===== src/rtl/muldiv_unit.sv =====
// Iterative RV32M multiply/divide unit: radix-2 shift-add multiply and restoring divide, one bit per cycle.
// Optional build macro MULDIV_FAST_PATH_EN: divide-by-zero and signed-overflow divides bypass the iteration.
module muldiv_unit #(
  parameter int XLEN = 32
) (
  input  logic            clk,
  input  logic            rst,
  input  logic            start,
  input  logic [2:0]      funct3,
  input  logic [XLEN-1:0] opA,
  input  logic [XLEN-1:0] opB,
  output logic [XLEN-1:0] result,
  output logic            busy,
  output logic            done
);

  localparam int CNT_W = $clog2(XLEN);

  localparam logic [2:0] OP_MUL    = 3'b000;
  localparam logic [2:0] OP_MULH   = 3'b001;
  localparam logic [2:0] OP_MULHSU = 3'b010;
  localparam logic [2:0] OP_MULHU  = 3'b011;
  localparam logic [2:0] OP_DIV    = 3'b100;
  localparam logic [2:0] OP_DIVU   = 3'b101;
  localparam logic [2:0] OP_REM    = 3'b110;

  typedef enum logic [1:0] {
    S_IDLE,
    S_CALC,
    S_FIN
  } state_e;

  state_e            state_q, state_d;
  logic [CNT_W-1:0]  cnt_q, cnt_d;
  logic [2:0]        op_q, op_d;
  logic              neg_q, neg_d;
  logic              bzero_q, bzero_d;
  logic [XLEN-1:0]   b_q, b_d;
  logic [2*XLEN-1:0] acc_q, acc_d;
  logic [XLEN-1:0]   result_q, result_d;
  logic              busy_q, busy_d;
  logic              done_q, done_d;

  logic              a_neg, b_neg;
  logic [XLEN-1:0]   a_mag, b_mag;
  logic [XLEN:0]     mul_sum;
  logic [XLEN:0]     div_hi;
  logic              div_ge;
  logic [XLEN-1:0]   div_diff;
  logic [XLEN-1:0]   acc_hi, acc_lo;
  logic [XLEN-1:0]   prod_hi_fix, quo_fix, rem_fix;

`ifdef MULDIV_FAST_PATH_EN
  logic              div_ovf;
  assign div_ovf = ((funct3 == OP_DIV) || (funct3 == OP_REM)) &&
                   (opA == {1'b1, {(XLEN-1){1'b0}}}) && (opB == {XLEN{1'b1}});
`endif

  // NOTE: every signal written in this block gets a value before any branch, so no latches are inferred.
  always_comb begin
    state_d  = state_q;
    cnt_d    = cnt_q;
    op_d     = op_q;
    neg_d    = neg_q;
    bzero_d  = bzero_q;
    b_d      = b_q;
    acc_d    = acc_q;
    result_d = result_q;
    done_d   = 1'b0;

    // Operand conditioning: magnitudes for the signed operand positions of the requested op.
    a_neg = opA[XLEN-1] & ((funct3 == OP_MULH) || (funct3 == OP_MULHSU) ||
                           (funct3 == OP_DIV)  || (funct3 == OP_REM));
    b_neg = opB[XLEN-1] & ((funct3 == OP_MULH) || (funct3 == OP_DIV) || (funct3 == OP_REM));
    a_mag = a_neg ? -opA : opA;
    b_mag = b_neg ? -opB : opB;

    acc_hi = acc_q[2*XLEN-1:XLEN];
    acc_lo = acc_q[XLEN-1:0];

    mul_sum  = {1'b0, acc_hi} + (acc_q[0] ? {1'b0, b_q} : '0);
    div_hi   = acc_q[2*XLEN-1:XLEN-1];
    div_ge   = (div_hi >= {1'b0, b_q});
    div_diff = div_hi[XLEN-1:0] - b_q;

    // High word of the negated 64-bit product: ~hi plus the carry out of -lo.
    prod_hi_fix = neg_q ? (~acc_hi + ((acc_lo == '0) ? XLEN'(1) : XLEN'(0))) : acc_hi;
    quo_fix     = neg_q ? -acc_lo : acc_lo;
    rem_fix     = neg_q ? -acc_hi : acc_hi;

    unique case (state_q)
      S_IDLE: begin
        if (start) begin
          op_d    = funct3;
          cnt_d   = '0;
          neg_d   = a_neg ^ (b_neg & (funct3 != OP_REM));
          bzero_d = (opB == '0);
          b_d     = b_mag;
          acc_d   = {{XLEN{1'b0}}, a_mag};
          state_d = S_CALC;
`ifdef MULDIV_FAST_PATH_EN
          if (funct3[2] && ((opB == '0) || div_ovf)) begin
            acc_d   = (opB == '0) ? {a_mag, {XLEN{1'b1}}} : {{XLEN{1'b0}}, a_mag};
            state_d = S_FIN;
          end
`endif
        end
      end

      S_CALC: begin
        if (op_q[2]) begin
          acc_d = div_ge ? {div_diff, acc_q[XLEN-2:0], 1'b1}
                         : {div_hi[XLEN-1:0], acc_q[XLEN-2:0], 1'b0};
        end else begin
          acc_d = {mul_sum, acc_q[XLEN-1:1]};
        end
        cnt_d = cnt_q + 1'b1;
        if (cnt_q == CNT_W'(XLEN-1)) state_d = S_FIN;
      end

      S_FIN: begin
        unique case (op_q)
          OP_MUL:                       result_d = acc_lo;
          OP_MULH, OP_MULHSU, OP_MULHU: result_d = prod_hi_fix;
          OP_DIV, OP_DIVU:              result_d = bzero_q ? {XLEN{1'b1}} : quo_fix;
          default:                      result_d = rem_fix;
        endcase
        done_d  = 1'b1;
        state_d = S_IDLE;
      end

      default: state_d = S_IDLE;
    endcase

    // busy stays up through the done cycle so it falls together with done.
    busy_d = (state_d != S_IDLE) || (state_q == S_FIN);
  end

  // NOTE: state registers use non-blocking assignments so every flop samples pre-edge values.
  always_ff @(posedge clk) begin
    if (rst) begin
      state_q  <= S_IDLE;
      cnt_q    <= '0;
      op_q     <= '0;
      neg_q    <= 1'b0;
      bzero_q  <= 1'b0;
      b_q      <= '0;
      acc_q    <= '0;
      result_q <= '0;
      busy_q   <= 1'b0;
      done_q   <= 1'b0;
    end else begin
      state_q  <= state_d;
      cnt_q    <= cnt_d;
      op_q     <= op_d;
      neg_q    <= neg_d;
      bzero_q  <= bzero_d;
      b_q      <= b_d;
      acc_q    <= acc_d;
      result_q <= result_d;
      busy_q   <= busy_d;
      done_q   <= done_d;
    end
  end

  assign result = result_q;
  assign busy   = busy_q;
  assign done   = done_q;

endmodule


===== config.mk =====
export PLATFORM = sky130hd
export DESIGN_NAME = muldiv_unit
export DESIGN_NICKNAME = d
export VERILOG_FILES = /design/src/rtl/muldiv_unit.sv
export SDC_FILE = /design/constraint.sdc
export NUM_CORES = 1
export LEC_CHECK = 0
export CORE_MARGIN = 3
export CORE_UTILIZATION = 35
export CTS_CLUSTER_DIAMETER = 120
export DETAILED_ROUTE_END_ITERATION = 6
export MAX_ROUTING_LAYER = met4
export PLACE_DENSITY = 0.6
export SLEW_MARGIN = 10
export SYNTH_ARGS = -nofsm -noshare
export SYNTH_HDL_FRONTEND = slang
export SYNTH_SLANG_ARGS = --single-unit

===== constraint.sdc =====
create_clock -name clk -period 7.8 [get_ports clk]
set_clock_uncertainty 0.05 [all_clocks]
set_input_delay 0.78 -clock clk [delete_from_list [all_inputs] [get_ports clk]]
set_output_delay 0.78 -clock clk [all_outputs]
set_load 0.03 [all_outputs]

==> results of run 1 <==
[registers in the layout (all words and copies together) (netlist names)]
| register | count |
|---|---|
| acc_q | 64 |
| done | 1 |
| b_q | 32 |
| busy | 1 |
| bzero_q | 1 |
| neg_q | 1 |
| result | 32 |
| cnt_q | 5 |
| state_q | 2 |
| op_q | 3 |
[worst register-to-register path, stage by stage, from the launching register on]
cell and delay, ns:
dfxtp_1 0.39, clkinv_1 0.18, buf_4 0.28, nor2_1 0.14, ha_1 0.27, or4_1 0.51
nand3_1 0.09, o21bai_1 0.17, o21ai_0 0.41, a31oi_1 0.48, o221ai_1 0.28, a31oi_1 0.31
o21ai_0 0.16, or3_1 0.32, a41o_1 0.21
[logic make-up after synthesis]
| logic type | count (synthesis) | synth area share (%) |
|---|---|---|
| AND/OR/NAND/NOR | 653 | 22.2 |
| AO/OA/AOI/OAI | 619 | 29.8 |
| buffers and inverters | 197 | 5.61 |
| XOR/XNOR | 167 | 10.9 |
| flip-flops | 142 | 21.3 |
| adder cells (fa/ha/maj) | 74 | 7.04 |
| multiplexers | 42 | 3.17 |
[cells in the final DEF, fill, tap and decap left out, types with 50 or more instances in the layout]
cell	synthesis	layout
nor2_1	217	215
nand2_1	211	211
a21oi_1	192	192
dfxtp_1	142	141
o21ai_0	122	122
clkdlybuf4s50_1	0	102
xnor2_1	86	86
xor2_1	81	81
ha_1	72	72
inv_1	67	67
o211ai_1	50	50
[worst paths after layout]
check | slack (ns) | endpoint
min | 0.39 | result[21]
min reg2reg | 0.39 | result[21]
max reg2reg | 3.42 | acc_q[62]
max | 3.42 | acc_q[62]
[metal layers]
| layer | up-vias | GRT usage (%) | wire, um |
|---|---|---|---|
| li1 | 6893 | - | - |
| met1 | 6721 | 35.8 | 23500 |
| met2 | 598 | 35.4 | 21400 |
| met3 | 78 | 2.85 | 4100 |
| met4 | 0 | 7.63 | 1260 |
| met5 | - | - | 0 |
[final cells by class]
type / instances / share of cell area (%)
repair buffers: 122 / 7.67
well taps: 504 / 4.13
multi-input cells: 1555 / 64.3
clock buffers: 19 / 2.84
clock inverters: 13 / 0.762
flip-flops and latches: 142 / 18.6
inverters: 69 / 1.70
[power groups by stage]
stage               Clock (mW)  Combinational, mW  Sequential [mW]
finish                   0.801              0.743            0.833
floorplan                    0              0.535            0.802
global placement             0              0.725            0.846
CTS                      0.811              0.730            0.831
detailed placement           0              0.726            0.847
global route             0.836              0.813            0.838
[cell usage after synthesis, types with 13 or more instances]
cell type	n	area share, %
nor2_1	217	6.1
nand2_1	211	5.9
a21oi_1	192	7.2
dfxtp_1	142	21
o21ai_0	122	4.6
clkbuf_1	114	3.2
xnor2_1	86	5.6
xor2_1	81	5.3
ha_1	72	6.7
inv_1	67	1.9
nor3_1	50	1.9
o211ai_1	50	2.8
a211oi_1	45	2.5
mux2i_1	39	2.9
nand3_1	32	1.2
or3_1	27	1.3
a21o_1	25	1.4
nand2b_1	23	1.1
o31ai_1	19	1.1
o22ai_1	16	0.75
a221oi_1	15	0.98
nor4_1	15	0.70
a22oi_1	13	0.73
==> impl_metrics.py, run 1 <==
metrics = {
    "setup_path": {
        "crit_chain": "clkinv_1, buf_4, nor2_1, ha_1, or4_1, nand3_1, o21bai_1, o21ai_0, a31oi_1, o221ai_1, a31oi_1, o21ai_0, or3_1, a41o_1",
        "path_depth": 14,
        "cp-end-kind": "register",
        "worst-path-buf-inv": 2,
        "worst_ep_required_time_ns": 8.07,
        "cp_slowest_cell": "or4_1",
        "r2r_cells": 14,
        "critical_path.startpoint": "acc_q[0]",
        "worst-setup-path-type": "reg -> reg",
        "cp_top_family": "compound AO/OA/AOI/OAI gates",
        "cp-start-kind": "register",
        "critical_path.max_stage_delay_ns": 0.51,
        "timing.rr.start": "acc_q[0]",
        "cp.arrival_ns": 4.65,
        "path_max_fanout": 30,
    },
    "clocking": {
        "clockRootBuffer": "clkbuf_16",
        "ctsResizeCount": 0,
        "hold_buffers": 0,
        "htreeDepth": 4,
        "path_clk_slew_ns": 0.07,
        "cts_tree": "built",
        "clk_latency_ns": 0.44,
        "post_cts_buffers": 0,
        "ctsLongestPathBuffers": 2,
        "numCtsBuffers": 17,
        "cts_num_sinks": 142,
    },
    "yosys": {
        "ys_seq_area_share_pct": 21.3,
        "syn_area_per_cell_um2": 7.06,
        "synth_fp_nets": 2038,
        "syn_area_mm2": 0.0134,
        "ys_async_sr_fraction_pct": 0,
        "synth_edf_count": 0,
        "synth_warnings": 0,
        "synth_cell_types": 71,
        "ys.flop_type": "dfxtp_1",
        "syn_inst": 1894,
        "ys_ff_latch": 142,
    },
    "flow_run": {
        "drv_cap": 0,
    },
    "finish": {
        "regArea_mm2": 0.00285,
        "nNetsFinal": 2051,
        "stdcell_count": 2424,
        "syn_to_final_growth_pct": 14.2,
        "stdcell_area_mm2": 0.0153,
        "fillers": 3922,
        "multi_input_comb_area_mm2": 0.00981,
        "antenna_cells": 0,
        "drive_gt1_share_pct": 4.48,
        "postLayoutCoreUtil_pct": 41.1,
    },
    "die": {
        "die_w_um": 201,
        "core-area_mm2": 0.0371,
        "fp.dieH_um": 201,
        "row_count": 70,
        "die_area_mm2": 0.0406,
        "pin_count": 104,
        "start_util_pct": 36.0,
    },
    "timing": {
        "hold_viol": 0,
        "setup_tns_ns": 0,
        "maxSlewHeadroom_pct": 19.9,
        "setup_violations": 0,
        "fin_crit_ns": 4.38,
        "rsz0062_at_grt": "false",
        "whs_ns": 0.390,
        "tightest_slew_ns": 1.17,
        "clock.fmax_ghz": 0.228,
        "maxSlewViolCount": 0,
        "fin_ws_ns": 3.42,
        "finalCritPeriodShare_pct": 56.2,
    },
    "pwr": {
        "internal-power_mw": 1.49,
        "power_switching_share_pct": 37.4,
        "powerDensity_mw_per_mm2": 156,
        "ir_drop_mv": 0.157,
        "p_comb_share_pct": 31.2,
        "p_leak_nw": 5.94,
        "power.switching_mw": 0.888,
        "power_frac_seq_pct": 35.0,
        "clockPowerShare_pct": 33.7,
        "p_total_mw": 2.38,
    },
    "outcome": {
        "outcome": "finished, violations left",
        "violations": "design-rule violations",
    },
    "place": {
        "dp_hpwl_mm": 37.7,
        "pre_cts_slack_ns": 3.54,
        "portBuffers": 103,
        "gp_congestion": 1.00,
        "placed_area_mm2": 0.0147,
        "dpl.cell_count": 2392,
    },
    "hold_path": {
        "hp-start": "result[21]",
        "min_path_cells": 2,
        "hp-class": "reg -> reg",
    },
    "route": {
        "ant_nets": 0,
        "wl_mm": 50.3,
        "vias_per_cell": 5.90,
        "drc": 3,
        "wire_per_inst_um": 20.7,
        "num_vias": 14300,
        "firstDrtPassIters": 7,
        "drt_iter0_drc": 1463,
    },
    "grt": {
        "grt_pass1_wl_mm": 77.7,
        "grt-ovfl-total": 0,
        "grt_max_degree": 73,
        "track_usage_pct": 24.6,
        "antenna_found_initial": 0,
        "grt_pass1_vias": 13300,
    },
}
(Power assumes the default switching activity.)
==> run 2, diff against run 1 <==
clock period = 4.4 ns   (was 7.8 ns; I/O delays follow)
==> run 2 against run 1 <==
The run now ends clean. Sequential power up 75%. Non-clock buffer count up 30. Maximum frequency up 8.5%.
==> impl_metrics.py, run 2 (synthesis results as in run 1) <==
metrics = {
    "route": {
        "vias_per_cell": 5.88,
        "drt_iter0_drc": 1414,
        "ant_nets": 0,
        "wl_mm": 49.3,
        "wire_per_inst_um": 20.1,
        "num_vias": 14400,
        "drc": 0,
        "firstDrtPassIters": 5,
    },
    "grt": {
        "antenna_found_initial": 1,
        "grt-ovfl-total": 0,
        "grt_max_degree": 66,
        "grt_pass1_vias": 13400,
        "grt_pass1_wl_mm": 76.7,
        "track_usage_pct": 24.2,
    },
    "setup_path": {
        "cp-start-kind": "register",
        "cp-end-kind": "register",
        "path_max_fanout": 9,
        "cp.arrival_ns": 4.36,
        "worst_ep_required_time_ns": 4.72,
        "worst-setup-path-type": "reg -> reg",
    },
    "clocking": {
        "cts_tree": "built",
        "ctsLongestPathBuffers": 2,
        "htreeDepth": 4,
        "clk_latency_ns": 0.44,
        "cts_num_sinks": 142,
        "path_clk_slew_ns": 0.07,
        "clockRootBuffer": "clkbuf_16",
        "numCtsBuffers": 17,
    },
    "die": {
        "die_w_um": 201,
        "pin_count": 104,
        "fp.dieH_um": 201,
        "core-area_mm2": 0.0371,
        "start_util_pct": 36.0,
        "row_count": 70,
        "die_area_mm2": 0.0406,
    },
    "place": {
        "placed_area_mm2": 0.0150,
        "gp_congestion": 1.05,
        "dp_hpwl_mm": 37.5,
        "portBuffers": 103,
    },
    "timing": {
        "setup_tns_ns": 0,
        "rsz0062_at_grt": "false",
        "finalCritPeriodShare_pct": 91.7,
        "maxSlewViolCount": 0,
        "setup_violations": 0,
        "tightest_slew_ns": 1.10,
        "maxSlewHeadroom_pct": 26.6,
        "clock.fmax_ghz": 0.248,
        "fin_crit_ns": 4.04,
        "hold_viol": 0,
        "whs_ns": 0.396,
    },
    "pwr": {
        "p_leak_nw": 6.12,
        "powerDensity_mw_per_mm2": 280,
        "p_comb_share_pct": 30.8,
        "power_frac_seq_pct": 33.6,
        "ir_drop_mv": 0.272,
        "clockPowerShare_pct": 35.6,
        "internal-power_mw": 2.77,
        "power.switching_mw": 1.57,
        "power_switching_share_pct": 36.2,
    },
    "finish": {
        "nNetsFinal": 2081,
        "final_cell_mix": "215 x nor2_1, 211 x nand2_1, 191 x a21oi_1",
        "mostFrequentLayoutCell": "nor2_1",
        "top_register": "acc_q",
        "fillers": 3921,
        "largest_reg_flops": 64,
        "syn_to_final_growth_pct": 16.4,
        "drive_gt1_share_pct": 5.90,
        "stdcell_area_mm2": 0.0156,
    },
    "flow_run": {
        "drv_cap": 0,
    },
    "hold_path": {
        "hp-class": "reg -> reg",
    },
    "outcome": {
        "outcome": "finished, final reports clean",
    },
}
run 2: metal layers:
| metal | global-route usage, % | part of all wire (%) | vias up |
|---|---|---|---|
| met2 | 34.3 | 42 | 634 |
| met5 | - | 0 | - |
| li1 | - | - | 6942 |
| met4 | 8.45 | 3.4 | 0 |
| met3 | 4.45 | 8.4 | 93 |
| met1 | 34.2 | 47 | 6769 |
run 2: repair_timing:
action | in CTS | in global routing
resized for setup | 0 | 2
setup endpoints to repair | 0 | 5
buffers inserted | 0 | 0
hold buffers | 0 | 0
run 2: layout make-up:
class	instances	area [um^2]	area share, %
Clock inverter	12	163	1.05
Tap cell	504	631	4.05
Clock buffer	19	433	2.78
Sequential cell	142	2850	18.3
Inverter	69	259	1.67
Antenna cell	1	2.50	0.0161
Timing Repair Buffer	152	1410	9.06
Multi-Input combinational cell	1555	9810	63.1
run 2: stage by stage:
| stage | std cells | utilization [%] | power, mW | setup slack (ns) |
|---|---|---|---|---|
| 3_5_place_dp | 2422 | 40.3 | 2.79 | 0.379 |
| 6_report | 2454 | 41.9 | 4.35 | 0.364 |
| 4_1_cts | 2453 | 41.9 | 4.33 | 0.370 |
| 5_1_grt | 2454 | 41.9 | 4.55 | 0.0570 |
| 3_3_place_gp | 2422 | 40.3 | 2.78 | 0.460 |
| 2_1_floorplan | 1894 | - | 2.37 | 0.713 |
run 2: final timing paths:
check,to,start,depth (start not counted),slack [ns]
max,result[9],acc_q[3],15,0.36
min,result[21],result[21],2,0.40
max reg2reg,result[9],acc_q[3],15,0.36
min reg2reg,result[21],result[21],2,0.40
run 2: critical path, stage by stage, from the launching register on:
cell and delay, ns:
dfxtp_1 0.40, or4_4 0.57, nor3_1 0.25, nand4b_1 0.21
or3_1 0.47, nor3_1 0.21, ha_1 0.29, a21oi_1 0.20
nor2_1 0.20, nand2_1 0.11, xor2_1 0.26, o22ai_1 0.15
a21o_1 0.18, a221oi_1 0.28, a21oi_1 0.06, nor2_1 0.08
run 2: power groups by stage:
| stage | Clock [mW] | Sequential, mW | Combinational (mW) |
|---|---|---|---|
| after floorplan | 0 | 1.42 | 0.948 |
| after global placement | 0 | 1.48 | 1.30 |
| after detailed placement | 0 | 1.49 | 1.30 |
| after CTS | 1.57 | 1.46 | 1.31 |
| after global routing | 1.62 | 1.47 | 1.47 |
| final | 1.55 | 1.46 | 1.34 |
==> run 3, diff against run 2 <==
SLEW_MARGIN = unset   (was 10)
==> results of run 3 <==
Same layout as run 2: the final DEF is identical, and so are final timing and power.
